[src/rtl/pc_fetch_ctrl_pkg.sv]
// Shared types and defaults for the instruction-fetch front end.
package pc_fetch_ctrl_pkg;

  localparam int unsigned XLEN     = 32;
  localparam int unsigned IF_ID_W  = 1 + XLEN + XLEN + XLEN + 1;

  localparam logic [XLEN-1:0] RESET_PC_DEF = 32'h0000_0000;
  localparam logic [XLEN-1:0] NOP_INST_DEF = 32'h0000_0013;

  typedef enum logic [1:0] {
    IDLE     = 2'd0,
    FETCH    = 2'd1,
    WAIT_MEM = 2'd2,
    DRAIN    = 2'd3
  } fetch_state_e;

  // IF/ID payload: 98 bits, valid in the MSB.
  typedef struct packed {
    logic            valid;
    logic [XLEN-1:0] inst;
    logic [XLEN-1:0] pc;
    logic [XLEN-1:0] pred_pc;
    logic            pred_taken;
  } if_id_t;

  // Empty pipeline slot carrying the bubble instruction.
  function automatic if_id_t if_id_bubble(input logic [XLEN-1:0] nop);
    if_id_t b;
    b            = '0;
    b.inst       = nop;
    return b;
  endfunction

endpackage

[src/rtl/pc_fetch_ctrl_if_id_reg.sv]
// IF/ID pipeline register with load, hold and flush.
module if_id_reg
  import pc_fetch_ctrl_pkg::*;
#(
  parameter logic [XLEN-1:0] NOP_INST = NOP_INST_DEF
) (
  input  logic   clk,
  input  logic   reset,
  input  logic   load,
  input  logic   flush,
  input  if_id_t d,
  output if_id_t q
);

  // Flush beats load; neither asserted means hold.
  always_ff @(posedge clk or posedge reset) begin
    if (reset) begin
      q <= if_id_bubble(NOP_INST);
    end else if (flush) begin
      q <= if_id_bubble(NOP_INST);
    end else if (load) begin
      q <= d;
    end
  end

endmodule

[src/rtl/pc_fetch_ctrl.sv]
// Fetch front end: PC register, fetch FSM and IF/ID register.
module pc_fetch_ctrl
  import pc_fetch_ctrl_pkg::*;
#(
  parameter logic [XLEN-1:0] RESET_PC = RESET_PC_DEF,
  parameter logic [XLEN-1:0] NOP_INST = NOP_INST_DEF
) (
  input  logic            clk,
  input  logic            reset,
  output logic [XLEN-1:0] pc,
  input  logic [XLEN-1:0] predict_PC,
  input  logic            istaken,
  output logic            imem_req,
  output logic [XLEN-1:0] imem_addr,
  input  logic            imem_ready,
  input  logic [XLEN-1:0] imem_rdata,
  input  logic            stall_if,
  input  logic            ex_redirect,
  input  logic [XLEN-1:0] ex_redirect_pc,
  output logic            if_id_valid,
  output logic [XLEN-1:0] if_id_inst,
  output logic [XLEN-1:0] if_id_pc,
  output logic [XLEN-1:0] if_id_pred_pc,
  output logic            if_id_pred_taken
);

  fetch_state_e    state_q, state_d;
  logic [XLEN-1:0] pc_d;
  logic            ifid_load, ifid_flush;
  if_id_t          ifid_d, ifid_q;

  // State, PC and request flag; request is high in every state but IDLE.
  always_ff @(posedge clk or posedge reset) begin
    if (reset) begin
      state_q  <= IDLE;
      pc       <= RESET_PC;
      imem_req <= 1'b0;
    end else begin
      state_q  <= state_d;
      pc       <= pc_d;
      imem_req <= (state_d != IDLE);
    end
  end

  // Next state, next PC and IF/ID control; redirect > wait > stall > advance.
  always_comb begin
    state_d    = state_q;
    pc_d       = pc;
    ifid_load  = 1'b0;
    ifid_flush = 1'b0;

    if (ex_redirect) begin
      pc_d       = {ex_redirect_pc[XLEN-1:2], 2'b00};
      ifid_flush = 1'b1;
      if ((state_q == DRAIN) || ((state_q == WAIT_MEM) && !imem_ready)) begin
        state_d = DRAIN;
      end else begin
        state_d = FETCH;
      end
    end else begin
      case (state_q)
        IDLE: state_d = FETCH;
        FETCH, WAIT_MEM: begin
          if (imem_ready) begin
            state_d = FETCH;
            if (!stall_if) begin
              ifid_load = 1'b1;
              pc_d      = predict_PC;
            end
          end else begin
            state_d    = WAIT_MEM;
            ifid_flush = !stall_if;
          end
        end
        DRAIN: begin
          if (imem_ready) begin
            state_d = FETCH;
          end
        end
        default: state_d = IDLE;
      endcase
    end
  end

  // Payload captured when an instruction is latched.
  always_comb begin
    ifid_d            = '0;
    ifid_d.valid      = 1'b1;
    ifid_d.inst       = imem_rdata;
    ifid_d.pc         = pc;
    ifid_d.pred_pc    = predict_PC;
    ifid_d.pred_taken = istaken;
  end

  if_id_reg #(.NOP_INST(NOP_INST)) u_if_id_reg (
    .clk   (clk),
    .reset (reset),
    .load  (ifid_load),
    .flush (ifid_flush),
    .d     (ifid_d),
    .q     (ifid_q)
  );

  assign imem_addr        = pc;
  assign if_id_valid      = ifid_q.valid;
  assign if_id_inst       = ifid_q.inst;
  assign if_id_pc         = ifid_q.pc;
  assign if_id_pred_pc    = ifid_q.pred_pc;
  assign if_id_pred_taken = ifid_q.pred_taken;

endmodule

[config.mk]
export PLATFORM = sky130hd
export DESIGN_NAME = pc_fetch_ctrl
export DESIGN_NICKNAME = d
export VERILOG_FILES = /design/src/rtl/pc_fetch_ctrl_pkg.sv /design/src/rtl/pc_fetch_ctrl_if_id_reg.sv /design/src/rtl/pc_fetch_ctrl.sv
export SDC_FILE = /design/constraint.sdc
export NUM_CORES = 1
export LEC_CHECK = 0
export ABC_CLOCK_PERIOD_IN_PS = 3500
export CAP_MARGIN = 20
export CORE_MARGIN = 1.5
export CORE_UTILIZATION = 42
export DETAILED_ROUTE_END_ITERATION = 12
export GPL_ROUTABILITY_DRIVEN = 0
export PLACE_DENSITY = 0.81
export RECOVER_POWER = 25
export SLEW_MARGIN = 10
export SYNTH_ARGS = -nofsm -noshare
export SYNTH_HDL_FRONTEND = slang
export SYNTH_HIERARCHICAL = 1
export SYNTH_SLANG_ARGS = --single-unit
[constraint.sdc]
create_clock -name clk -period 3.5 [get_ports clk]
set_input_delay 0.7 -clock clk [delete_from_list [all_inputs] [get_ports clk]]
set_output_delay 0.7 -clock clk [all_outputs]
set_load 0.01 [all_outputs]
=== Word-level counts from Yosys, hierarchy flattened ===
Index checks and enable logic that the tools add are counted.

* Word-level logic and storage cells: 41
* Bits of input ports: 102
* Register bits: 133

* Equality and inequality tests: 4
* Muxes and demuxes: 18
* Reductions and logical operators: 11

{| class="wikitable"
|+ Operator list
! operator !! number
|-
| 98-bit 2-to-1 mux || 2
|-
| 32-bit 2-to-1 mux || 4
|-
| 2-bit 2-to-1 mux || 4
|-
| 2-bit nonzero test || 4
|-
| 1-bit 2-to-1 mux || 7
|-
| 2-bit one-hot mux with 3 select lines || 1
|-
| 2-bit == test, second input constant || 2
|-
| 3-bit AND reduction || 1
|-
| 2-bit by 1-bit == test with 1-bit output, second input constant || 1
|-
| 1-bit zero test || 2
|-
| 2-bit zero test || 1
|-
| 2-bit by 1-bit inequality test with 1-bit output, second input constant || 1
|-
| 2-bit OR reduction || 1
|-
| 1-bit logical AND || 1
|-
| 1-bit logical OR || 1
|}

=== Longest topological paths before layout ===
Gate-level depths: netlist (run 1).

* Depth after elaboration: 6
* Gate-level depth with buffers: 11

=== By module ===
Netlist (run 1), hierarchy kept.

{| class="wikitable"
|+ By module, submodules not included
! module !! cells each !! area each (um^2) !! seq. area each (um^2) !! instances
|-
| if_id_reg || 317 || 4043.9 || 2456.1 || 1
|-
| pc_fetch_ctrl || 164 || 1865.5 || 875.8 || 1
|}

=== Worst setup path before layout (run 1) ===
OpenSTA, ideal clock, no wires.

* Path type: input-to-reg
* Start: input stall_if
* End: register u_if_id_reg/q[33] (netlist name)
* Library setup time: 132 ps
* Buffers on the path: 5
* Required time: 3368 ps
* Slack: 1407 ps
* Cell stages on the path: 9
* Arrival time: 1961 ps
* Cell sequence: and3b_1 buf_6 nor2b_4 buf_6 buf_6 buf_6 buf_12 mux2i_1 nor2_1

* Cells in the longest elaborated chain, start to end: 5
* Elaborated cells on any way between the ends: 10

{| class="wikitable"
|+ Ends and longest elaborated chain
! item !! RTL line !! text
|-
| from (decl) || pc_fetch_ctrl.sv:17 || <nowiki>input logic stall_if,</nowiki>
|-
| 1-bit 2-to-1 mux || pc_fetch_ctrl.sv:66 || <nowiki>if (!stall_if) begin</nowiki>
|-
| 1-bit 2-to-1 mux || pc_fetch_ctrl.sv:64 || <nowiki>if (imem_ready) begin</nowiki>
|-
| 1-bit 2-to-1 mux || pc_fetch_ctrl.sv:61 || <nowiki>case (state_q)</nowiki>
|-
| 1-bit 2-to-1 mux || pc_fetch_ctrl.sv:52 || <nowiki>if (ex_redirect) begin</nowiki>
|-
| via ifid_load || pc_fetch_ctrl.sv:29 || <nowiki>logic ifid_load, ifid_flush;</nowiki>
|-
| 2-bit nonzero test (no source line) || -- ||
|-
| to (signal assigned) || pc_fetch_ctrl_if_id_reg.sv:18 || <nowiki>q <= if_id_bubble(NOP_INST);</nowiki>
|-
| to (signal assigned) || pc_fetch_ctrl_if_id_reg.sv:20 || <nowiki>q <= if_id_bubble(NOP_INST);</nowiki>
|-
| to (decl) || pc_fetch_ctrl_if_id_reg.sv:12 || <nowiki>output if_id_t q</nowiki>
|}

The timed path passes the listed nets, and every way through them passes these cells.
A chain may end at the register's enable or synchronous reset.

=== Worst setup path after layout (run 1) ===
* Start: input imem_ready
* End: register u_if_id_reg/q[94] (netlist name)

* Cells in the longest elaborated chain, start to end: 4
* Elaborated cells on any way between the ends: 8

{| class="wikitable"
|+ Ends and longest elaborated chain
! item !! RTL line !! text
|-
| from (decl) || pc_fetch_ctrl.sv:15 || <nowiki>input logic imem_ready,</nowiki>
|-
| 1-bit 2-to-1 mux || pc_fetch_ctrl.sv:64 ||
|-
| 1-bit 2-to-1 mux || pc_fetch_ctrl.sv:61 ||
|-
| 1-bit 2-to-1 mux || pc_fetch_ctrl.sv:52 ||
|-
| 98-bit 2-to-1 mux or 2-bit nonzero test (tied branches) || -- ||
|}

Parallel ways exist; a longest one is shown, timed or not.

==> results.txt, run 1 <==
drc violations: 0
critical setup path kind: in -> reg
grt ovf: 0
Synth warnings: 6
crit path time final: 2720 ps
Finished Core Util: 64.6%
power share of the clock group: 34.2%
max cap viols: 0
routed length per instance: 18.3 um
DRT Pass-1 Iters: 5
crit share post-route: 77.6%
total power: 4.80 mW
synthesized area: 5910 um^2
Setup Skew: 8.10 ps
Max Fclk: 0.368 GHz
Global Route Usage Sum: 22.4%
sw frac: 27.7%
crit path DAT: 2980 ps
Setup TNS: 0 ps
vias in the first global route: 4524
core area: 13800 um^2
grt met1 use: 28.1%
Chip Width: 122 um
I/O pin cnt: 265
hold_buf cts: 0
CTS tree: done
Final nets: 816
CTS Buf Count: 17
CTS max path bufs: 2
Via density: 5.00
cell internal pwr: 3.47 mW
Leak: 3.70 nW
first-pass GRT wire length: 25.0 mm
Die Y: 122 um
Row Count: 43
clk sink count: 133
final-report hold violation count: 0
number of DRC markers in iteration 0: 285
Rel. slew slack: 16.2%
ANT nets after route: 0
later-pin clock latency in the skew report: 410 ps
sw power: 1.33 mW
H-tree depth: 4
Vias: 4507
Slew @ Worst Pin: 1260 ps
Yosys reg bits: 133
Worst Path Required: 3770 ps
Clock Tree Root: clkbuf_16
largest net degree at the start of global routing: 89
critical path peak fanout: 28
worst hold path type: reg -> reg
placed wire-length estimate: 11.8 mm
register area share after synthesis: 56.4%
Power Density: 537 nW/um^2
endpoints failing setup: 0
met2 Use GR: 38.4%
I/O Buffers: 262
Syn Area/Cell: 12.3 um^2
drt total wl: 16.5 mm
ant diodes: 0
CP Capture Type: register
Synth cell types: 28
Critical Path Start Type: input port
initial antenna violation count: 0
GRT met3 Usage: 5.34%
share of post-route cells with drive strength above 1: 6.66%
RSZ-0062 raised after global routing: no
Max Slew Vio Count: 0
Seq pwr share: 38.8%
Starting Density: 42.7%
maximum vdd ir drop: 0.330 mV
die area: 14800 um^2
Syn Nets: 586
CTS clk-pin slew, worst paths: 60 ps
cts repair resizes: 0
gr busiest metal: met2
Post-Syn Instances: 481
result of the run: finished, final reports clean
Comb power frac: 27.0%
P&R area growth vs syn: 51.1%
Post-CTS Setup Bufs: 0
-- cell usage after synthesis --
| cell | number | area (um^2) |
|---|---|---|
| buf_6 | 8 | 90.1 |
| nor2b_4 | 1 | 13.8 |
| a211o_1 | 3 | 26.3 |
| inv_1 | 4 | 15.0 |
| o41ai_1 | 1 | 8.76 |
| buf_4 | 35 | 263 |
| dfstp_2 | 3 | 78.8 |
| and3b_1 | 1 | 8.76 |
| nor2_2 | 1 | 6.26 |
| nor2b_1 | 4 | 25.0 |
| nor2_1 | 96 | 360 |
| a2111o_1 | 1 | 11.3 |
| or4_1 | 1 | 7.51 |
| conb_1 | 1 | 3.75 |
| a22o_1 | 2 | 17.5 |
| clkbuf_1 | 11 | 41.3 |
| ha_1 | 3 | 37.5 |
| and2_1 | 25 | 156 |
| or2_2 | 1 | 6.26 |
| mux2i_1 | 100 | 1000 |
| buf_12 | 7 | 140 |
| dfrtp_1 | 130 | 3250 |
| nor3_1 | 5 | 25.0 |
| buf_2 | 4 | 20.0 |
| a21oi_1 | 6 | 30.0 |
| a21o_1 | 1 | 7.51 |
| a221o_1 | 25 | 250 |
| o21ai_0 | 1 | 5.00 |
-- worst max-delay path: stages --
cell	delay, ps
dlygate4sd3_1	620
and3b_1	380
nor2b_4	580
buf_12	300
mux2i_1	280
nor2_1	90
-- area by class of cell --
type / instances / area, um^2
Inverter: 4 / 16.3
Timing Repair Buffer: 276 / 2800
Clock buffer: 25 / 495
Tap cell: 180 / 225
Multi-Input combinational cell: 279 / 2020
Sequential cell: 133 / 3330
Fill cell: 1021 / 4900
Clock inverter: 4 / 47.5
-- cell families (layout without fill, tap and decap cells) --
logic type	count (synthesis)	in the layout	share of synthesized area, %
flip-flops	133	133	56.4
multiplexers	100	100	16.9
AND/OR/NAND/NOR	135	135	10.3
buffers and inverters	69	309	9.63
AO/OA/AOI/OAI	40	40	6.03
other	1	1	0.0635
adder cells (fa/ha/maj)	3	3	0.635
-- flip-flops by register name, summed over array words and instances (netlist names) --
name           cells
imem_addr         32
u_if_id_reg/q     98
imem_req           1
state_q            2
-- path summary, 6_finish.rpt --
| check | from | to | slack, ps | cells past startpoint |
|---|---|---|---|---|
| max | imem_ready | u_if_id_reg/q[94]$_DFFE_PP0P_ | 780 | 6 |
| min reg2reg | u_if_id_reg/q[20]$_DFFE_PP0P_ | u_if_id_reg/q[20]$_DFFE_PP0P_ | 520 | 2 |
| max in group asynchronous | reset | u_if_id_reg/q[59]$_DFFE_PP0P_ | 1070 | 3 |
| min in group asynchronous | reset | u_if_id_reg/q[19]$_DFFE_PP0P_ | 790 | 2 |
| min | u_if_id_reg/q[20]$_DFFE_PP0P_ | u_if_id_reg/q[20]$_DFFE_PP0P_ | 520 | 2 |
| max reg2reg | state_q[1]$_DFF_PP0_ | u_if_id_reg/q[94]$_DFFE_PP0P_ | 890 | 7 |
-- routing by layer --
metal  routed length, um  part of all wire [%]
met1                6640                    40
met2                8730                    53
met3                 864                   5.2
met4                 242                   1.5
met5                   0                     0
-- cells in the final DEF (no fill, tap or decap), types with 2 or more instances in the layout --
| master | instances |
|---|---|
| inv_1 | 2 |
| a211o_1 | 3 |
| nor2b_1 | 4 |
| buf_4 | 7 |
| dfstp_2 | 3 |
| clkdlybuf4s50_1 | 259 |
| dlygate4sd3_1 | 2 |
| nor2_1 | 96 |
| clkbuf_1 | 4 |
| buf_12 | 6 |
| clkinv_2 | 2 |
| clkbuf_16 | 17 |
| mux2i_1 | 100 |
| clkbuf_8 | 4 |
| a221o_1 | 25 |
| nor3_1 | 5 |
| and2_1 | 25 |
| a22o_1 | 2 |
| dfrtp_1 | 130 |
| a21oi_1 | 6 |
| ha_1 | 3 |
-- metrics by stage --
stage	hold slack, ps	std cells	setup WS, ps	cell area, um^2
floorplan	555	481	243	5910
global placement	501	872	618	8400
detailed placement	507	872	470	8400
CTS	521	901	889	8940
global route	532	901	679	8930
finish	517	901	783	8930
-- power groups by stage --
stage	registers, mW	logic [mW]	clock network, mW
after floorplan	1.92	0.660	0
after global placement	1.87	1.27	0
after detailed placement	1.89	1.30	0
after CTS	1.86	1.31	1.68
after global routing	1.89	1.38	1.74
final	1.86	1.29	1.64
Note: power is estimated with default switching activity, not from simulation.
==> run 2, diff against run 1 <==
--- a/config.mk
+++ b/config.mk
@@ -5,7 +5,7 @@
 export SDC_FILE = /design/constraint.sdc
 export NUM_CORES = 1
 export LEC_CHECK = 0
-export ABC_CLOCK_PERIOD_IN_PS = 3500
+export ABC_CLOCK_PERIOD_IN_PS = 2800
 export CAP_MARGIN = 20
 export CORE_MARGIN = 1.5
 export CORE_UTILIZATION = 42
==> constraint.sdc (replaced) <==
create_clock -name clk -period 2.8 [get_ports clk]
set_input_delay 0.56 -clock clk [delete_from_list [all_inputs] [get_ports clk]]
set_output_delay 0.56 -clock clk [all_outputs]
set_load 0.01 [all_outputs]
==> results.txt, run 2 (synthesis results as in run 1) <==
result of the run: finished, final reports clean
routed length per instance: 18.4 um
later-pin clock latency in the skew report: 410 ps
Setup Skew: 7.22 ps
worst hold path type: reg -> reg
most common cell after layout, fill and taps aside: clkdlybuf4s50_1
Worst Hold Path EP: u_if_id_reg/q[61]$_DFFE_PP0P_
Power Density: 685 nW/um^2
Hold Crit Start: u_if_id_reg/q[61]$_DFFE_PP0P_
DRT Pass-1 Iters: 4
Hold Crit Depth: 2
Chip Width: 122 um
share of post-route cells with drive strength above 1: 7.60%
PnR worst setup slack: 527 ps
CTS tree: done
most frequent cells in the layout: clkdlybuf4s50_1 (260), dfrtp_1 (130), mux2i_1 (100), nor2_1 (96)
drc violations: 0
largest net degree at the start of global routing: 99
final cell count without fillers: 905
CTS clk-pin slew, worst paths: 60 ps
I/O pin cnt: 265
CTS max path bufs: 2
Critical Path Start Type: register
drt total wl: 16.6 mm
dpl ws: 295 ps
Worst R2R End: imem_addr[27]$_DFFE_PP0P_
Final nets: 816
number of DRC markers in iteration 0: 316
initial antenna violation count: 1
Clock Tree Root: clkbuf_16
critical path peak fanout: 14
grt ovf: 0
placed wire-length estimate: 11.6 mm
P&R area growth vs syn: 51.8%
Global Route Usage Sum: 22.6%
vias in the first global route: 4743
final-report hold violation count: 0
endpoints failing setup: 0
CTS Buf Count: 17
first-pass GRT wire length: 25.4 mm
critical setup path kind: reg -> reg
hold_buf cts: 0
Die Y: 122 um
Leak: 3.71 nW
Starting Density: 42.7%
I/O Buffers: 262
Slew @ Worst Pin: 1360 ps
total power: 6.15 mW
Setup TNS: 0 ps
Rel. slew slack: 9.38%
Worst R2R Path Depth: 6
Max Fclk: 0.440 GHz
maximum vdd ir drop: 0.420 mV
RR Startpoint: state_q[1]$_DFF_PP0_
Via density: 5.06
crit share post-route: 81.2%
Row Count: 43
r2r setup slk: 530 ps
core area: 13800 um^2
hold slack: 517 ps
crit path DAT: 2620 ps
Vias: 4576
ANT nets after route: 0
RSZ-0062 raised after global routing: no
largest reg by FF count: u_if_id_reg/q
H-tree depth: 4
placed insts: 872
crit path time final: 2270 ps
Worst Path Required: 3150 ps
Max Slew Vio Count: 0
cts repair resizes: 0
clk sink count: 133
Post-CTS Setup Bufs: 0
die area: 14800 um^2
CP Capture Type: register
max cap viols: 0
max reg flops: 98
-- run 2: final cells by class --
| cell class | count | area [um^2] |
|---|---|---|
| diodes | 1 | 2.50 |
| clock buffers | 20 | 467 |
| clock inverters | 12 | 129 |
| fillers | 1031 | 4850 |
| inverters | 4 | 18.8 |
| multi-input cells | 279 | 2020 |
| flip-flops and latches | 133 | 3330 |
| well taps | 180 | 225 |
| repair buffers | 276 | 2780 |
-- run 2: per-stage QoR --
step	util [%]	area, um^2
finish	64.9	8970
global placement	60.7	8390
detailed placement	60.7	8390
floorplan	-	5910
CTS	65.0	8980
global route	64.9	8970
-- run 2: critical path, stage by stage (launching register included) --
cell and delay (ps):
dfrtp_1 410, inv_1 60, ha_1 340, and3b_1 250
nor2_2 580, buf_4 370, a221o_1 200
-- run 2: where the power goes --
group | internal, mW | switching, mW | leakage, nW | total, mW
clock network | 1.38 | 0.830 | 0.276 | 2.21
logic | 0.905 | 0.719 | 1.66 | 1.62
registers | 2.13 | 0.188 | 1.77 | 2.32
-- run 2: worst max-delay path by stage --
| stage | slack, ps | cells after the start | startpoint | end |
|---|---|---|---|---|
| floorplan | 710 | 11 | state_q[1]$_DFF_PP0_ | u_if_id_reg/q[33]$_DFFE_PP0P_ |
| global placement | 360 | 5 | imem_ready | imem_addr[27]$_DFFE_PP0P_ |
| detailed placement | 300 | 5 | imem_ready | imem_addr[2]$_DFFE_PP0P_ |
| CTS | 540 | 6 | state_q[1]$_DFF_PP0_ | imem_addr[22]$_DFFE_PP0P_ |
| global route | 380 | 6 | state_q[1]$_DFF_PP0_ | imem_addr[21]$_DFFE_PP0P_ |
| finish | 530 | 6 | state_q[1]$_DFF_PP0_ | imem_addr[27]$_DFFE_PP0P_ |
-- run 2: per-layer routing --
| metal | track usage (%) | part of all wire, % | vias to the layer above |
|---|---|---|---|
| met5 | 0 | 0 | - |
| met4 | 9.71 | 2.7 | 0 |
| met3 | 5.01 | 5.0 | 27 |
| met2 | 38.1 | 52 | 159 |
| met1 | 28.2 | 41 | 2312 |
| li1 | - | - | 2078 |
